--- src/rtl/pipe_stage_chain.sv ---
// -----------------------------------------------------------------------------
// pipe_stage_chain
//
// Parametrised inter-stage register chain. A packed payload moves through
// DEPTH register slots (slot 0 on the input side, slot DEPTH-1 drives the
// output), each slot carrying its own valid bit. Transfers use a valid/ready
// handshake. Empty slots (bubbles) collapse, so backpressure only reaches the
// input once every slot ahead of it is full. flush kills every in-flight beat.
//
// Optional feature (macro PIPE_STAGE_SKID_BUF_EN):
//   A one-entry skid register sits in front of slot 0. in_ready is then a
//   registered signal (~skid_valid) and total capacity becomes DEPTH+1.
//   Without the macro, in_ready is combinational from out_ready via the
//   ready chain.
//
// Parameters:
//   DATA_W     payload width (1..256)
//   DEPTH      number of register slots (1..8)
//   RESET_DATA value loaded into every data register on reset
//   CNT_W      occupancy width, derived from DEPTH (do not override)
//
// Ports:
//   clk        rising-edge clock
//   rst        synchronous reset, active-high; overrides flush and handshakes
//   flush      invalidate all slots (and the skid entry); data regs keep value
//   in_valid   upstream offers in_data
//   in_ready   block accepts in_data this cycle
//   in_data    upstream payload
//   out_valid  last slot holds a valid payload
//   out_ready  downstream accepts this cycle
//   out_data   payload of the last slot
//   occupancy  number of valid entries held (slots plus skid entry)
// -----------------------------------------------------------------------------
module pipe_stage_chain #(
  parameter int                 DATA_W     = 32,
  parameter int                 DEPTH      = 1,
  parameter logic [DATA_W-1:0]  RESET_DATA = {DATA_W{1'b0}},
  parameter int                 CNT_W      = $clog2(DEPTH + 2)
) (
  input  logic              clk,
  input  logic              rst,
  input  logic              flush,
  input  logic              in_valid,
  output logic              in_ready,
  input  logic [DATA_W-1:0] in_data,
  output logic              out_valid,
  input  logic              out_ready,
  output logic [DATA_W-1:0] out_data,
  output logic [CNT_W-1:0]  occupancy
);

  logic [DEPTH-1:0]  v;
  logic [DEPTH-1:0]  v_nxt;
  logic [DATA_W-1:0] d [DEPTH];

  // Per-slot advance enable and the (valid, data) pair each slot would load.
  logic [DEPTH-1:0]  adv;
  logic [DEPTH-1:0]  up_v;
  logic [DATA_W-1:0] up_d [DEPTH];

  // Source feeding slot 0: the input port, or the skid entry when present.
  logic              src_valid;
  logic [DATA_W-1:0] src_data;
  logic              skid_cnt;
  logic [CNT_W-1:0]  occ_nxt;

  // ---------------------------------------------------------------------------
  // Ready chain: a slot may advance when downstream accepts or when any slot
  // at or ahead of it is empty. Accumulated in a variable rather than reading
  // adv back, so the chain is a plain OR-reduction with no self-reference.
  // ---------------------------------------------------------------------------
  always_comb begin
    logic chain;
    // NOTE: every variable written in always_comb gets a default first, so no
    // path leaves it unassigned and no latch is inferred.
    adv   = '0;
    chain = out_ready | ~v[DEPTH-1];
    adv[DEPTH-1] = chain;
    for (int i = DEPTH - 2; i >= 0; i--) begin
      chain  = chain | ~v[i];
      adv[i] = chain;
    end
  end

`ifdef PIPE_STAGE_SKID_BUF_EN
  logic              skid_valid;
  logic              skid_valid_nxt;
  logic [DATA_W-1:0] skid_data;
  logic              skid_load;

  // A beat accepted while slot 0 cannot move is parked in the skid entry.
  // While parked, in_ready is low, so the skid entry always has priority.
  assign skid_load = ~skid_valid & in_valid & ~adv[0] & ~flush;
  assign src_valid = skid_valid | in_valid;
  assign src_data  = skid_valid ? skid_data : in_data;
  assign in_ready  = ~skid_valid;

  always_comb begin
    skid_valid_nxt = skid_valid;
    if (flush) begin
      skid_valid_nxt = 1'b0;
    end else if (skid_valid) begin
      if (adv[0]) skid_valid_nxt = 1'b0;
    end else if (skid_load) begin
      skid_valid_nxt = 1'b1;
    end
  end

  always_ff @(posedge clk) begin
    if (rst) begin
      skid_valid <= 1'b0;
      skid_data  <= RESET_DATA;
    end else begin
      skid_valid <= skid_valid_nxt;
      if (skid_load) skid_data <= in_data;
    end
  end

  assign skid_cnt = skid_valid_nxt;
`else
  assign src_valid = in_valid;
  assign src_data  = in_data;
  assign in_ready  = adv[0];
  assign skid_cnt  = 1'b0;
`endif

  // ---------------------------------------------------------------------------
  // Upstream view of each slot: slot 0 sees the source, slot i sees slot i-1.
  // ---------------------------------------------------------------------------
  always_comb begin
    up_v    = '0;
    up_v[0] = src_valid;
    up_d[0] = src_data;
    for (int i = 1; i < DEPTH; i++) begin
      up_v[i] = v[i-1];
      up_d[i] = d[i-1];
    end
  end

  // Next-state valid bits; flush discards both the incoming and the outgoing
  // beat by simply clearing everything.
  always_comb begin
    v_nxt = v;
    if (flush) begin
      v_nxt = '0;
    end else begin
      for (int i = 0; i < DEPTH; i++) begin
        if (adv[i]) v_nxt[i] = up_v[i];
      end
    end
  end

  // Occupancy is the population count of the next-state valid bits.
  always_comb begin
    occ_nxt = CNT_W'(skid_cnt);
    for (int i = 0; i < DEPTH; i++) begin
      occ_nxt = occ_nxt + CNT_W'(v_nxt[i]);
    end
  end

  // ---------------------------------------------------------------------------
  // State registers
  // ---------------------------------------------------------------------------
  always_ff @(posedge clk) begin
    // NOTE: sequential state uses non-blocking assignments so every register
    // samples the pre-edge values, independent of statement order.
    if (rst) begin
      v         <= '0;
      occupancy <= '0;
    end else begin
      v         <= v_nxt;
      occupancy <= occ_nxt;
    end
  end

  // Data registers only load when a valid beat moves in; a bubble moving in
  // leaves the old value in place to avoid needless toggling.
  always_ff @(posedge clk) begin
    // NOTE: the data array is reset here only because out_data must read
    // RESET_DATA after reset; storage that needs no defined value would skip it.
    if (rst) begin
      for (int i = 0; i < DEPTH; i++) d[i] <= RESET_DATA;
    end else if (!flush) begin
      for (int i = 0; i < DEPTH; i++) begin
        if (adv[i] && up_v[i]) d[i] <= up_d[i];
      end
    end
  end

  assign out_valid = v[DEPTH-1];
  assign out_data  = d[DEPTH-1];

endmodule

--- config.mk ---
export PLATFORM = sky130hd
export DESIGN_NAME = pipe_stage_chain
export DESIGN_NICKNAME = d
export VERILOG_FILES = /design/src/rtl/pipe_stage_chain.sv
export SDC_FILE = /design/constraint.sdc
export NUM_CORES = 1
export LEC_CHECK = 0
export BUFFER_PORTS_ARGS = -buffer_cell sky130_fd_sc_hd__buf_2
export CAP_MARGIN = 20
export CORE_ASPECT_RATIO = 0.6
export CORE_MARGIN = 4
export CORE_UTILIZATION = 50
export CTS_CLUSTER_DIAMETER = 100
export DETAILED_ROUTE_END_ITERATION = 7
export PLACE_DENSITY = 0.84
export RECOVER_POWER = 50
export SLEW_MARGIN = 15
export SYNTH_ARGS = -nofsm -noshare
export SYNTH_HDL_FRONTEND = slang
export SYNTH_SLANG_ARGS = --single-unit
export TNS_END_PERCENT = 100
--- constraint.sdc ---
create_clock -name clk -period 9.2 [get_ports clk]
set_input_delay 2.76 -clock clk [delete_from_list [all_inputs] [get_ports clk]]
set_output_delay 2.76 -clock clk [all_outputs]
set_load 0.01 [all_outputs]
==> results.md <==
* VDD IR max at a little under 0.1 mV
* Final Skew at 0.00450 ns
* Synthesized netlist cell count at between 80 and 90
* Main combinational cell family by area after synthesis: simple AND/OR/NAND/NOR gates
* WP data arrival at 3.14 ns
* Slew Viols, Final at 35
* Share of cells above drive strength 1 at 0.404
* Die area at about 4300 um2
* Final setup violating endpoints at 0
* RR Startpoint: out_valid
* F_max at between 150 and 200 MHz
* Worst hold start: out_valid
* Die extent in x at about 82 um
* Post-Syn Area at 1650 um2
* Post-CTS Hold Buffers at 0
* Critical Path End Type: primary output
* Crit path max fanout at 2
* Final hold violation count at 0
* Slowest CP cell: buf_2
* First-pass GRT wire length at 4.91 mm
* Most frequent cells in the layout: clkbuf_1 (36), buf_2 (36), edfxtp_1 (32)
* Sink Count at 33
* Worst setup SP type: input pin
* Status: finished with violations
* Hpwl dp at approximately 2.1 mm
* Multi-input gate area at 459 um2
* CTS root buf: clkbuf_8
* Synthesis Warnings at 0
* Pwr/cell area at roughly 160 nW/um2
* Final design utilization at 0.626
* #FFs+latches synth at 33
* Hold path depth at 3
* Sequential cell area at ~1000 um2
* Placer Congestion at a little under 0.7
* Worst-path clk slew at 0.06 ns
* Die Y-Extent at 52.6 um
* Starting Density at 0.547
* Total track usage at 0.157
* Leakage power at roughly 0.00067 uW
* Area grow syn2layout at 14.4%
* Complex-gate fraction of the synthesized area at 0.00908
* Relative slew slack at -0.304
* R2R cell count at 3
* TritonCTS clock tree: built
* Crit path time final at 5.90 ns
* CTS buffer count at 5
* CTS Buffer Depth at 2
* Min-delay worst type: reg -> reg
* Number of port buffers at 71
* Crit path cell chain: buf_2, nor2b_4, inv_1, buf_2
* Required time of the critical path at ~6.4 ns
* Mux cell area share after synthesis at 0
* Routed len/inst at 17.0 um
* Delay-heaviest family, CP: buffers and inverters
* Post-Syn Nets at approximately 120
* Area share of fa/ha/maj cells after synthesis at 0
* Most Frequent Cell on Critical Path: buf_2
* Min-Delay Endpoint: out_valid
* GR met1 Demand/Resource at 0.209
* Gr busiest metal: met2
* Reg2reg setup slack at between 7 and 8 ns
* FILL cells at 249
* Worst r2r dst: d[0][22]
* CTS H-tree lvls at 2
* I/O pins at between 70 and 80
* Slew @ Worst Pin at between 1.5 and 2 ns
* Setup CP Type: in -> out
* DRC viols at 0
* Initial antenna violation count at 0
* Met2 global-route usage at 0.230
* Initial DRC count at 77
* Number of max-cap violations at 1
* Final wirelength at 3.29 mm
* Clock latency on the worst-skew pair at around 0.27 ns
* Grt met3 use at 0.0653
* First-pass iteration count of the detailed router at 4
* Antenna cells at 0
* Core ar. at ~3000 um2
* Post-Synth Simple-Gate Area at 0.314
* Final period util at 0.641
* CP peak stage delay at approximately 0.13 ns
* Post-Synth XOR/XNOR Area at 0
* # rows at 15
* Gr ovfl total at 0
* Syn avg cell area at ~19 um2
* Register area share after synthesis at 0.593
* Largest net degree at the start of global routing at 35
* Unique cell type count in the Yosys netlist at 15
* Failing checks: capacitance limit, slew limit
* Via count at 989
* Number of global-route vias before repair at 963
* Worst Path Buf+Inv at 3
* Antenna-violating nets left at 0
* Post-DP Area at between 1500 and 2000 um2
* Final TNS setup at 0 ns
* Fin nets at 188
* RSZ-0062 raised after global routing: false
* Vias per inst at ~5
* Post-CTS sizing at 0
* Final instance area at about 1900 um2
* Post-CTS Setup Inserts at 0
worst reg2reg max path: stages (launching register included):
cell and delay [ns]:
dfxtp_1 0.32, nor2b_4 0.13, buf_4 0.27, o21bai_4 0.79
where the power goes:
| group | switching (uW) | internal, uW |
|---|---|---|
| registers | 2.17 | 174 |
| logic | 22.4 | 14.7 |
| clock network | 47.4 | 50.9 |
| total | 72.0 | 240 |
layout make-up:
| type | count | share of cell area |
|---|---|---|
| clock inverters | 1 | 0.00198 |
| multi-input cells | 38 | 0.243 |
| clock buffers | 6 | 0.0384 |
| flip-flops and latches | 33 | 0.519 |
| well taps | 42 | 0.0278 |
| inverters | 1 | 0.00198 |
| repair buffers | 72 | 0.169 |
flip-flops by register name (all words and copies together) (netlist names):
register,cells
d,32
out_valid,1
synth_stat cells:
cell type	number	area (um2)
o21a_1	1	7.51
nor4b_4	3	71.3
edfxtp_1	32	961
nor2b_4	1	13.8
nor4b_1	3	26.3
buf_2	3	15.0
nor4b_2	26	390
o21bai_1	1	7.51
buf_4	2	15.0
buf_6	9	101
inv_1	1	3.75
dfxtp_1	1	20.0
nor2_1	1	3.75
nand2b_4	1	13.8
conb_1	1	3.75
cells by family after synthesis:
logic type | Yosys count
buffers and inverters | 15
AND/OR/NAND/NOR | 35
AO/OA/AOI/OAI | 2
other | 1
flip-flops | 33
per-layer routing:
layer | vias to the layer above | wire [um]
met1 | 478 | 1400
met3 | 2 | 287
li1 | 470 | -
met5 | - | 0
met2 | 39 | 1580
met4 | 0 | 13
how the worst max path moves through the flow:
| stage | cells past startpoint | to | startpoint |
|---|---|---|---|
| after detailed placement | 4 | in_ready | out_ready |
| final | 4 | in_ready | out_ready |
| after floorplan | 4 | in_ready | out_ready |
| after global routing | 4 | in_ready | out_ready |
| after CTS | 4 | in_ready | out_ready |
| after global placement | 4 | in_ready | out_ready |
through the flow:
stage               hold WS [ns]  total power [uW]  setup WS [ns]  std cells
floorplan                  0.876               207           3.25         86
global placement           0.983               220           3.30        186
detailed placement          1.02               222           3.30        186
CTS                         1.03               319           3.29        193
global route                1.05               326           3.27        193
finish                     0.993               312           3.30        193
Power figures use the tool's default switching activity.
